### src/rtl/mem_port_arbiter.sv
// mem_port_arbiter: round-robin two-port arbiter in front of a single-port async-read memory; MEM_ARB_STATS_EN adds per-port wait counters
module mem_port_arbiter #(
  parameter int WIDTH     = 16,
  parameter int DEPTH     = 1024,
  parameter int ADD_SIZE  = $clog2(DEPTH),
  parameter int MAX_BURST = 4
) (
  input  logic                clk,
  input  logic                rst,
  input  logic                a_req,
  input  logic                b_req,
  input  logic                a_lock,
  input  logic                b_lock,
  input  logic                a_we,
  input  logic                b_we,
  input  logic [ADD_SIZE-1:0] a_addr,
  input  logic [ADD_SIZE-1:0] b_addr,
  input  logic [WIDTH-1:0]    a_wdata,
  input  logic [WIDTH-1:0]    b_wdata,
  output logic                a_ack,
  output logic                b_ack,
  output logic [WIDTH-1:0]    a_rdata,
  output logic [WIDTH-1:0]    b_rdata,
  output logic                a_rvalid,
  output logic                b_rvalid,
  output logic [ADD_SIZE-1:0] mem_addr,
  output logic                mem_we,
  output logic [WIDTH-1:0]    mem_wdata,
  input  logic [WIDTH-1:0]    mem_rdata,
  output logic [1:0]          owner
`ifdef MEM_ARB_STATS_EN
  ,
  input  logic                stats_clr,
  output logic [15:0]         a_wait_cnt,
  output logic [15:0]         b_wait_cnt
`endif
);
  localparam int BW = $clog2(MAX_BURST + 1);
  localparam logic [BW-1:0] LAST = BW'(MAX_BURST - 1);
  typedef enum logic [1:0] {IDLE = 2'b00, GNT_A = 2'b01, GNT_B = 2'b10} state_t;
  state_t          state_q, state_d;
  logic            rr_q, rr_d;
  logic [BW-1:0]   cnt_q, cnt_d;
  logic            pick_a;
  logic [WIDTH-1:0] a_rdata_q, b_rdata_q;
  logic            a_rvalid_q, b_rvalid_q;
  // next grant: round-robin from IDLE, burst length capped only while the other port waits
  always_comb begin
    state_d = state_q;
    rr_d    = rr_q;
    cnt_d   = (cnt_q == LAST) ? cnt_q : cnt_q + 1'b1;
    pick_a  = a_req & (!b_req | !rr_q);
    case (state_q)
      IDLE: begin
        cnt_d = '0;
        if (a_req | b_req) begin
          state_d = pick_a ? GNT_A : GNT_B;
          rr_d    = pick_a;
        end
      end
      GNT_A: if (!(a_lock & (!b_req | cnt_q != LAST))) begin
        state_d = b_req ? GNT_B : IDLE;
        cnt_d   = '0;
      end
      GNT_B: if (!(b_lock & (!a_req | cnt_q != LAST))) begin
        state_d = a_req ? GNT_A : IDLE;
        cnt_d   = '0;
      end
      default: state_d = IDLE;
    endcase
  end
  // memory mux driven by the current owner; zero when idle so the bus is quiet
  always_comb begin
    a_ack     = (state_q == GNT_A) & a_req;
    b_ack     = (state_q == GNT_B) & b_req;
    mem_we    = (a_ack & a_we) | (b_ack & b_we);
    mem_addr  = (state_q == GNT_A) ? a_addr : (state_q == GNT_B) ? b_addr : '0;
    mem_wdata = (state_q == GNT_A) ? a_wdata : (state_q == GNT_B) ? b_wdata : '0;
    owner     = state_q;
  end
  // grant state and registered read return
  always_ff @(posedge clk or negedge rst) begin
    if (!rst) begin
      state_q    <= IDLE;
      rr_q       <= 1'b0;
      cnt_q      <= '0;
      a_rdata_q  <= '0;
      b_rdata_q  <= '0;
      a_rvalid_q <= 1'b0;
      b_rvalid_q <= 1'b0;
    end else begin
      state_q    <= state_d;
      rr_q       <= rr_d;
      cnt_q      <= cnt_d;
      a_rvalid_q <= a_ack & !a_we;
      b_rvalid_q <= b_ack & !b_we;
      if (a_ack & !a_we) a_rdata_q <= mem_rdata;
      if (b_ack & !b_we) b_rdata_q <= mem_rdata;
    end
  end
  assign a_rdata  = a_rdata_q;
  assign b_rdata  = b_rdata_q;
  assign a_rvalid = a_rvalid_q;
  assign b_rvalid = b_rvalid_q;
`ifdef MEM_ARB_STATS_EN
  logic [15:0] a_wait_q, b_wait_q;
  // saturating count of cycles each port spent requesting without being served
  always_ff @(posedge clk or negedge rst) begin
    if (!rst) begin
      a_wait_q <= '0;
      b_wait_q <= '0;
    end else if (stats_clr) begin
      a_wait_q <= '0;
      b_wait_q <= '0;
    end else begin
      if (a_req & !a_ack & (a_wait_q != 16'hFFFF)) a_wait_q <= a_wait_q + 16'd1;
      if (b_req & !b_ack & (b_wait_q != 16'hFFFF)) b_wait_q <= b_wait_q + 16'd1;
    end
  end
  assign a_wait_cnt = a_wait_q;
  assign b_wait_cnt = b_wait_q;
`endif
endmodule

### config.mk
export PLATFORM = sky130hd
export DESIGN_NAME = mem_port_arbiter
export DESIGN_NICKNAME = d
export VERILOG_FILES = /design/src/rtl/mem_port_arbiter.sv
export SDC_FILE = /design/constraint.sdc
export NUM_CORES = 1
export LEC_CHECK = 0
export ABC_AREA = 0
export CAP_MARGIN = 20
export CORE_ASPECT_RATIO = 1.5
export CORE_MARGIN = 5
export CORE_UTILIZATION = 30
export CTS_CLUSTER_SIZE = 20
export DETAILED_ROUTE_END_ITERATION = 7
export PLACE_DENSITY = 0.71
export REMOVE_ABC_BUFFERS = 1
export SETUP_SLACK_MARGIN = 0.02
export SLEW_MARGIN = 20
export SYNTH_ARGS = -nofsm -noshare
export SYNTH_HDL_FRONTEND = slang
export SYNTH_SLANG_ARGS = --single-unit
### constraint.sdc
create_clock -name clk -period 2 [get_ports clk]
set_clock_uncertainty 0.2 [all_clocks]
set_input_delay 0.3 -clock clk [delete_from_list [all_inputs] [get_ports clk]]
set_output_delay 0.3 -clock clk [all_outputs]
set_load 0.01 [all_outputs]
==> metrics.yaml, run 1 <==
crit_path_end_kind: "primary output"
die_x_um: 75.8
firstDrtPassIters: 3
dpl-instance-area_mm2: 0.00351
p_leak_nw: 1.61
antenna_found_initial: 0
postRouteAntennaNets: 0
grt_max_degree: 41
area_growth_pct: 85.2
pre_cts_slack_ns: -0.278
final_max_slew_viol_count: 0
syn_area_per_cell_um2: 14.1
place_hpwl_um: 5280
hold-worst-slack_ns: 0.291
fin_area_mm2: 0.00361
drt_wl_total_um: 6720
status: "finished, final reports clean"
row_count: 36
dieArea_mm2: 0.00825
cts.clk_slew.worst_paths_ns: 0.07
crit_path_start_kind: "register"
post-synth-top-area-fraction_pct: 51.3
ir_worst_vdd_mv: 0.876
power-per-cell-area_mw_per_mm2: 1350
final_cell_mix: "clkdlybuf4s50_1 (110), dfrtp_1 (40), buf_2 (23), a22o_1 (22), mux2_2 (20)"
pin_count: 141
grt_use_met1_pct: 16.6
grt-busiest-layer: "met2"
clock_tree.root_cell: "clkbuf_8"
synth_cells: 138
yosys_warnings: 0
cp_max_fo: 26
drive_above_1_share_pct: 33.4
worstPathArrival_ns: 1.48
nets: 372
tns_ns: 0
tightest_slew_ns: 0.514
antenna_cells: 0
grt_util_all_layers_pct: 15.3
final_common_cell: "clkdlybuf4s50_1"
cts_tree: "built"
maxCapViolations: 0
yosysUniqueCellTypes: 31
overflow: 0
fin_crit_sh_pct: 98.8
core-area_mm2: 0.00644
fill_cells: 574
synth_seq_cells: 40
synthTopCellsByArea: "dfrtp_1 (51%), mux2_2 (13%), a22o_1 (12%), mux2_4 (6.9%), buf_6 (1.7%)"
grt_pass1_vias: 1840
htreeDepth: 2
rsz0062_at_grt: "true"
setup_violations: 0
multi_input_area_um2: 921
fin_ws_ns: 0.0239
avgRoutedWirePerCell_um: 18.1
vias_per_cell: 4.78
hold_path.class: "register to register"
max_clock_freq_mhz: 506
place.gp.congestion: 0.748
worstSkewPairLatency_ns: 0.27
drc_errors: 0
netlist_area_mm2: 0.00195
cp_data_required_time_ns: 1.50
cts_buffers: 5
min_period_ns: 1.98
numPortBuffers: 140
synth_sequential_area_ratio_pct: 51.3
grt_pass1_wl_um: 9410
yosys.area.top_type: "dfrtp_1"
drt_iter0_markers: 55
path_class: "register to primary output"
num_vias: 1780
chipHeight_um: 109
start_util_pct: 30.3
use_met2_pct: 27.0
slew_headroom_pct: 65.7
clk_path_buf_depth: 2
gr-usage-met3_pct: 6.18
cts_sinks: 40
hold_viol: 0
seq_area_mm2: 0.00100
## worst max-delay path, stage by stage, from the launching register on
cell and delay, ns:
dfrtp_1 0.43, and2b_2 0.23, buf_12 0.16, a22o_4 0.23, buf_2 0.14
## sequential cells by signal (all words and copies together) (netlist names)
name / flops
cnt_q: 3
b_rvalid: 1
rr_q: 1
owner: 2
a_rvalid: 1
b_rdata: 16
a_rdata: 16
## logic make-up (layout without fill, tap and decap cells)
logic type | after synthesis | after routing | synth area share, %
and+or+nand+nor | 18 | 18 | 7.63
adders and majority gates | 1 | 1 | 0.641
xor gates and xnor gates | 1 | 1 | 0.449
muxes | 33 | 33 | 20.8
AOI/OAI and AO/OA | 35 | 35 | 14.9
buffers and inverters | 10 | 168 | 4.23
DFF | 40 | 40 | 51.3
## routing by layer
layer	routed length, um	part of all wire, %
met1	2370	35
met2	3210	48
met3	1080	16
met4	61	0.91
met5	0	0
## layout make-up
type / count / share of cell area, %
clock buffers: 8 / 2.49
multi-input cells: 88 / 25.5
flip-flops and latches: 40 / 27.7
well taps: 76 / 2.63
repair buffers: 160 / 41.7
## final timing paths
path	from	endpoint	slack [ns]	cells past startpoint
max	owner[0]	mem_wdata[2]	0.02	4
min	b_rdata[6]	b_rdata[6]	0.29	1
max reg2reg	owner[1]	a_rdata[3]	0.06	6
min reg2reg	b_rdata[6]	b_rdata[6]	0.29	1
max in group asynchronous	rst	a_rdata[15]	0.83	3
min in group asynchronous	rst	a_rdata[6]	0.41	3
## power by group
part           switching [W]  internal (W)  total [W]  leakage (nW)
combinational        0.00112       0.00182    0.00293          1.08
sequential          0.000211       0.00118    0.00140         0.490
clock               0.000260      0.000281   0.000541        0.0455
## metrics by stage
stage | power [W] | utilization (%) | instances
global route | 0.00520 | 56.1 | 372
global placement | 0.00434 | 54.6 | 358
detailed placement | 0.00438 | 54.6 | 358
CTS | 0.00484 | 55.1 | 370
floorplan | 0.00259 | - | 128
finish | 0.00487 | 56.1 | 372
## cells in the mapped netlist
master / n
nor2b_1: 1
a22o_2: 1
clkbuf_1: 1
and3b_4: 1
o21a_1: 1
and2b_2: 2
nor2b_2: 1
nand3_1: 1
a21o_1: 1
o22a_1: 1
nand4bb_2: 1
a32o_1: 1
ha_1: 1
buf_12: 1
nor3b_1: 1
mux2_4: 9
mux2_2: 23
buf_6: 3
xnor2_1: 1
and3b_1: 2
and2_1: 3
o21ai_0: 2
a21oi_1: 2
buf_2: 5
mux2_1: 1
nor2b_4: 1
nand2_1: 1
dfrtp_1: 40
nand3b_1: 2
nand2b_1: 1
a22o_1: 26
## what timing repair did
action | 4_1_cts | 5_1_grt
hold buffers | 1 | 0
setup buffers | 3 | 2
pin swaps | 7 | 5
resized for setup | 121 | 14
setup endpoints to repair | 29 | 24
endpoints found under the hold margin | 40 | 0
(Power assumes the default switching activity.)
==> run 2: changes to the inputs <==
GPL_TIMING_DRIVEN = 0   (was default)
==> run 2 against run 1 <==
Effect of this change: utilization is 1.2 points higher; die area unchanged; final cell count rose by 1.6%; critical path type unchanged; highest routed layer unchanged.
==> metrics.yaml, run 2 (synthesized netlist as in run 1, its figures left out) <==
hold_viol: 0  # unchanged
min_period_ns: 1.98  # about the same
crit_chain: "buf_4 > and2b_4 > a22o_4 > buf_6"  # was and2b_2 > buf_12 > a22o_4 > buf_2
antenna_found_initial: 0  # unchanged
numPortBuffers: 140  # unchanged
critical_path_buf_inv_count: 2  # unchanged
slowest_stage: "dfrtp_2"  # was dfrtp_1
place.gp.congestion: 0.710  # was 0.748
vias_per_cell: 4.93  # was 4.78
crit_path_end_kind: "primary output"  # unchanged
grt_max_degree: 29  # was 41
fill_cells: 595  # was 574
tightest_slew_ns: 0.327  # was 0.514 ns
wl_met1_um: 2340  # was 2370 um
drive_above_1_share_pct: 34.4  # was 33.4%
start_util_pct: 30.3  # unchanged
max_clock_freq_mhz: 506  # about the same
status: "finished, final reports clean"  # unchanged
clock_tree.root_cell: "clkbuf_8"  # unchanged
chipHeight_um: 109  # unchanged
path_class: "register to primary output"  # unchanged
grt_util_all_layers_pct: 17.5  # was 15.3%
drc_errors: 0  # unchanged
hold_path.class: "primary input to async pin"  # was register to register
cts_sinks: 40  # unchanged
cts.clk_slew.worst_paths_ns: 0.07  # about the same
ir_worst_vdd_mv: 0.860  # was 0.876 mV
rsz0062_at_grt: "true"  # unchanged
drt_wl_total_um: 7490  # was 6720 um
final_max_slew_viol_count: 0  # unchanged
dieArea_mm2: 0.00825  # unchanged
postRouteAntennaNets: 0  # unchanged
p_leak_nw: 1.65  # was 1.61 nW
place_hpwl_um: 5400  # was 5280 um
drt_iter0_markers: 46  # was 55
worstSkewPairLatency_ns: 0.28  # was 0.27 ns
grt_pass1_vias: 2108  # was 1,840
area_growth_pct: 89.3  # was 85.2%
cts_buffers: 5  # unchanged
firstDrtPassIters: 4  # was 3
num_vias: 1865  # was 1,780
final_cell_mix: "clkdlybuf4s50_1 (108), dfrtp_1 (38), a22o_1 (25), mux2_2 (23), buf_2 (21)"  # was clkdlybuf4s50_1 (110), dfrtp_1 (40), buf_2 (23), a22o_1 (22), mux2_2 (20)
worstPathArrival_ns: 1.48  # about the same
core-area_mm2: 0.00644  # unchanged
top_layer: "met4"  # unchanged
die_x_um: 75.8  # unchanged
multi_input_area_um2: 938  # was 921 um2
htreeDepth: 2  # unchanged
path_delay_family: "flip-flops"  # unchanged
clk_path_buf_depth: 2  # unchanged
met3_length_um: 1310  # was 1080 um
cp_data_required_time_ns: 1.50  # about the same
overflow: 0  # unchanged
fin_ws_ns: 0.0231  # was 0.0239 ns
crit_path_start_kind: "register"  # unchanged
cp_max_fo: 7  # was 26
setup_violations: 0  # unchanged
nets: 378  # was 372
fin_crit_sh_pct: 98.8  # about the same
pin_count: 141  # unchanged
antenna_cells: 0  # unchanged
cts_tree: "built"  # unchanged
avgRoutedWirePerCell_um: 19.8  # was 18.1 um
seq_area_mm2: 0.00100  # about the same
power-per-cell-area_mw_per_mm2: 1380  # was 1350 mW/mm2
grt_pass1_wl_um: 10600  # was 9410 um
final_common_cell: "clkdlybuf4s50_1"  # unchanged
p_total_w: 0.00509  # was 0.00487 W
route.met2.wl_um: 3740  # was 3210 um
cp_slowest_stage_delay_ns: 0.48  # was 0.43 ns
pre_cts_slack_ns: -1.12  # was -0.278 ns
maxCapViolations: 0  # unchanged
row_count: 36  # unchanged
slew_headroom_pct: 78.2  # was 65.7%
## run 2: metrics by stage
step,setup TNS [ns],instances,utilization [%],hold slack (ns),instance area (um2)
floorplan,-7.77,128,-,-0.196,1870
global route,-0.145,378,57.3,0.279,3690
detailed placement,-47.66,345,52.5,0.0159,3380
finish,0,378,57.3,0.245,3690
CTS,-0.0106,377,56.1,0.233,3610
global placement,-70.71,344,52.2,0.274,3360
## run 2: worst paths after layout
path | start | endpoint | slack [ns] | depth (start not counted)
max | owner[0] | mem_wdata[2] | 0.02 | 4
min | rst | b_rdata[9] | 0.24 | 2
max reg2reg | owner[1] | a_rdata[2] | 0.13 | 5
min reg2reg | b_rdata[6] | b_rdata[6] | 0.30 | 1
max in group asynchronous | rst | a_rdata[1] | 0.90 | 3
min in group clk | b_rdata[6] | b_rdata[6] | 0.30 | 1
## run 2: cell type report
cell class	instances	share of cell area [%]
repair buffers	162	41.9
flip-flops and latches	40	27.2
multi-input cells	92	25.4
well taps	76	2.58
clock buffers	6	1.97
clock inverters	2	0.949
## run 2: power by group
group	switching [W]	internal [W]	leakage [nW]
Sequential	0.000225	0.00119	0.487
Combinational	0.00118	0.00186	1.11
Clock	0.000258	0.000370	0.0552
## run 2: what timing repair did
item	CTS	global route
setup buffers	21	1
gates cloned	5	0
pin swaps	5	8
hold buffers	1	0
resized for setup	131	18
setup endpoints to repair	67	29
hold endpoints to repair	12	0
## run 2: layer usage
metal / global-route usage, % / vias to the layer above
li1: - / 843
met1: 15.7 / 907
met2: 32.2 / 108
met3: 9.87 / 7
met4: 5.13 / 0
met5: 0 / -
==> run 3: changes to the inputs <==
SLEW_MARGIN = default   (was 20)
==> run 3 against run 2 <==
Effect of this change: worst hold slack better by 0.054 ns; fmax down 3.1%; first-iteration DRC count decreased by 50%; final cell count increased by 0.79%; the flow now finishes with violations (negative setup slack); flip-flop and latch count stayed put; power fell by 0.10%; wire length increased by 2.0%; via count increased by 1.6%; count of clock-buffer cells in the layout is the same; critical path type unchanged.
==> metrics.yaml, run 3 (synthesized netlist as in run 1, its figures left out) <==
drive_above_1_share_pct: 35.1  # was 34.4%
postRouteAntennaNets: 0  # unchanged
grt-busiest-layer: "met2"  # unchanged
slew_headroom_pct: 39.8  # was 78.2%
p_seq_share_pct: 27.6  # was 27.8%
num_vias: 1895  # was 1,865
pin_count: 141  # unchanged
crit_path_end_kind: "primary output"  # unchanged
ir_worst_vdd_mv: 0.710  # was 0.860 mV
core-area_mm2: 0.00644  # unchanged
vias_per_cell: 4.97  # was 4.93
comb_power_share_pct: 62.6  # was 59.9%
rrSetupSlack_ns: 0.11  # was 0.13 ns
violations: "negative setup slack"
crit_path_start_kind: "register"  # unchanged
hold_path.class: "register to register"  # was primary input to async pin
p_leak_nw: 1.65  # about the same
place_hpwl_um: 5260  # was 5400 um
cp_data_required_time_ns: 1.50  # about the same
rsz0062_at_grt: "true"  # unchanged
fin_ws_ns: -0.0402  # was 0.0231 ns
htreeDepth: 2  # unchanged
min_period_ns: 2.04  # was 1.98 ns
antenna_found_initial: 0  # unchanged
dieArea_mm2: 0.00825  # unchanged
cts.clk_slew.worst_paths_ns: 0.07  # about the same
grt_pass1_wl_um: 10400  # was 10,600 um
drt_wl_total_um: 7630  # was 7490 um
firstDrtPassIters: 4  # unchanged
grt_pass1_vias: 2049  # was 2,108
start_util_pct: 30.3  # unchanged
pre_cts_slack_ns: -1.09  # was -1.12 ns
place.gp.congestion: 0.710  # unchanged
power-per-cell-area_mw_per_mm2: 1380  # about the same
grt_util_all_layers_pct: 17.3  # was 17.5%
final_max_slew_viol_count: 0  # unchanged
grt_max_degree: 41  # was 29
drt_iter0_markers: 23  # was 46
cts_sinks: 40  # unchanged
gr-usage-met3_pct: 9.41  # was 9.87%
use_met2_pct: 32.2  # about the same
nets: 382  # was 378
max_clock_freq_mhz: 490  # was 506 MHz
p_switching_w: 0.00169  # was 0.00166 W
cts_buffers: 5  # unchanged
tightest_slew_ns: 0.902  # was 0.327 ns
cp_max_fo: 7  # unchanged
hold_viol: 0  # unchanged
clock_tree.root_cell: "clkbuf_8"  # unchanged
critPathCapture: "mem_wdata[7]"  # was mem_wdata[2]
final_common_cell: "clkdlybuf4s50_1"  # unchanged
path_class: "register to primary output"  # unchanged
final_cell_mix: "clkdlybuf4s50_1 (108), dfrtp_1 (38), a22o_1 (25), mux2_2 (21)"  # was clkdlybuf4s50_1 (108), dfrtp_1 (38), a22o_1 (25), mux2_2 (23), buf_2 (21)
chipHeight_um: 109  # unchanged
antenna_cells: 0  # unchanged
fin_crit_sh_pct: 102  # was 98.8%
r2r_start: "owner[0]"  # was owner[1]
startpoint: "owner[1]"  # was owner[0]
clk_path_buf_depth: 2  # unchanged
rr_endpoint: "b_rdata[0]"  # was a_rdata[2]
numPortBuffers: 140  # unchanged
overflow: 0  # unchanged
p_int_w: 0.00339  # was 0.00342 W
avgRoutedWirePerCell_um: 20.0  # was 19.8 um
cts_tree: "built"  # unchanged
reg2reg_depth: 6  # was 5
switching_share_pct: 33.3  # was 32.7%
status: "finished, violations left"  # was finished, final reports clean
worstSkewPairLatency_ns: 0.28  # about the same
p_total_w: 0.00508  # was 0.00509 W
die_x_um: 75.8  # unchanged
worstPathArrival_ns: 1.54  # was 1.48 ns
grt_use_met1_pct: 15.2  # was 15.7%
tns_ns: -0.193  # was 0 ns
row_count: 36  # unchanged
clkPwrFrac_pct: 9.7  # was 12.3%
area_growth_pct: 89.3  # unchanged
maxCapViolations: 0  # unchanged
setup_violations: 14  # was 0
drc_errors: 0  # unchanged
[run 3: timing repair]
action                     4_1_cts  5_1_grt
cloned                           5        0
pin swaps                        9        4
hold buffers                     1        0
resized for setup              145       12
setup buffers                   24        2
hold endpoints to repair        40        0
setup endpoints to repair       67       44
[run 3: worst min-delay path by stage]
stage / from / end / slack, ns / depth (start not counted)
floorplan: rst / a_rdata[0] / -0.20 / 0
CTS: b_rdata[6] / b_rdata[6] / 0.31 / 1
detailed placement: rst / a_rdata[5] / 0.28 / 1
global route: b_rdata[6] / b_rdata[6] / 0.32 / 1
global placement: b_rdata[6] / b_rdata[6] / 0.27 / 1
finish: b_rdata[6] / b_rdata[6] / 0.30 / 1
[run 3: power groups by stage]
stage | clock network [W] | registers [W] | logic [W]
finish | 0.000494 | 0.00140 | 0.00318
global route | 0.000546 | 0.00146 | 0.00338
CTS | 0.000520 | 0.00142 | 0.00311
detailed placement | 0 | 0.00144 | 0.00275
global placement | 0 | 0.00142 | 0.00274
floorplan | 0 | 0.00157 | 0.00102
[run 3: worst max-delay path, cell delays in order, from the launching register on]
cell and delay (ns):
dfrtp_2 0.43, buf_4 0.14, and2b_4 0.30, buf_6 0.11, a22o_1 0.16, buf_6 0.12
[run 3: layout make-up]
| type | instances | area (um2) |
|---|---|---|
| Sequential cell | 40 | 1000 |
| Tap cell | 76 | 95.1 |
| Timing Repair Buffer | 166 | 1580 |
| Clock buffer | 6 | 72.6 |
| Multi-Input combinational cell | 92 | 938 |
| Clock inverter | 1 | 5.00 |
| Fill cell | 567 | 2750 |
[run 3: metrics by stage]
stage / cells / hold slack (ns) / area, um2 / utilization (%)
after floorplan: 128 / -0.196 / 1870 / -
after global placement: 344 / 0.274 / 3360 / 52.2
after detailed placement: 344 / 0.281 / 3360 / 52.2
after CTS: 379 / 0.310 / 3630 / 56.4
after global routing: 381 / 0.322 / 3690 / 57.3
final: 381 / 0.299 / 3690 / 57.3
[run 3: layer usage]
layer  part of all wire (%)  routed length (um)
met1                     31                2370
met2                     50                3800
met3                     18                1350
met4                    1.6                 119
met5                      0                   0
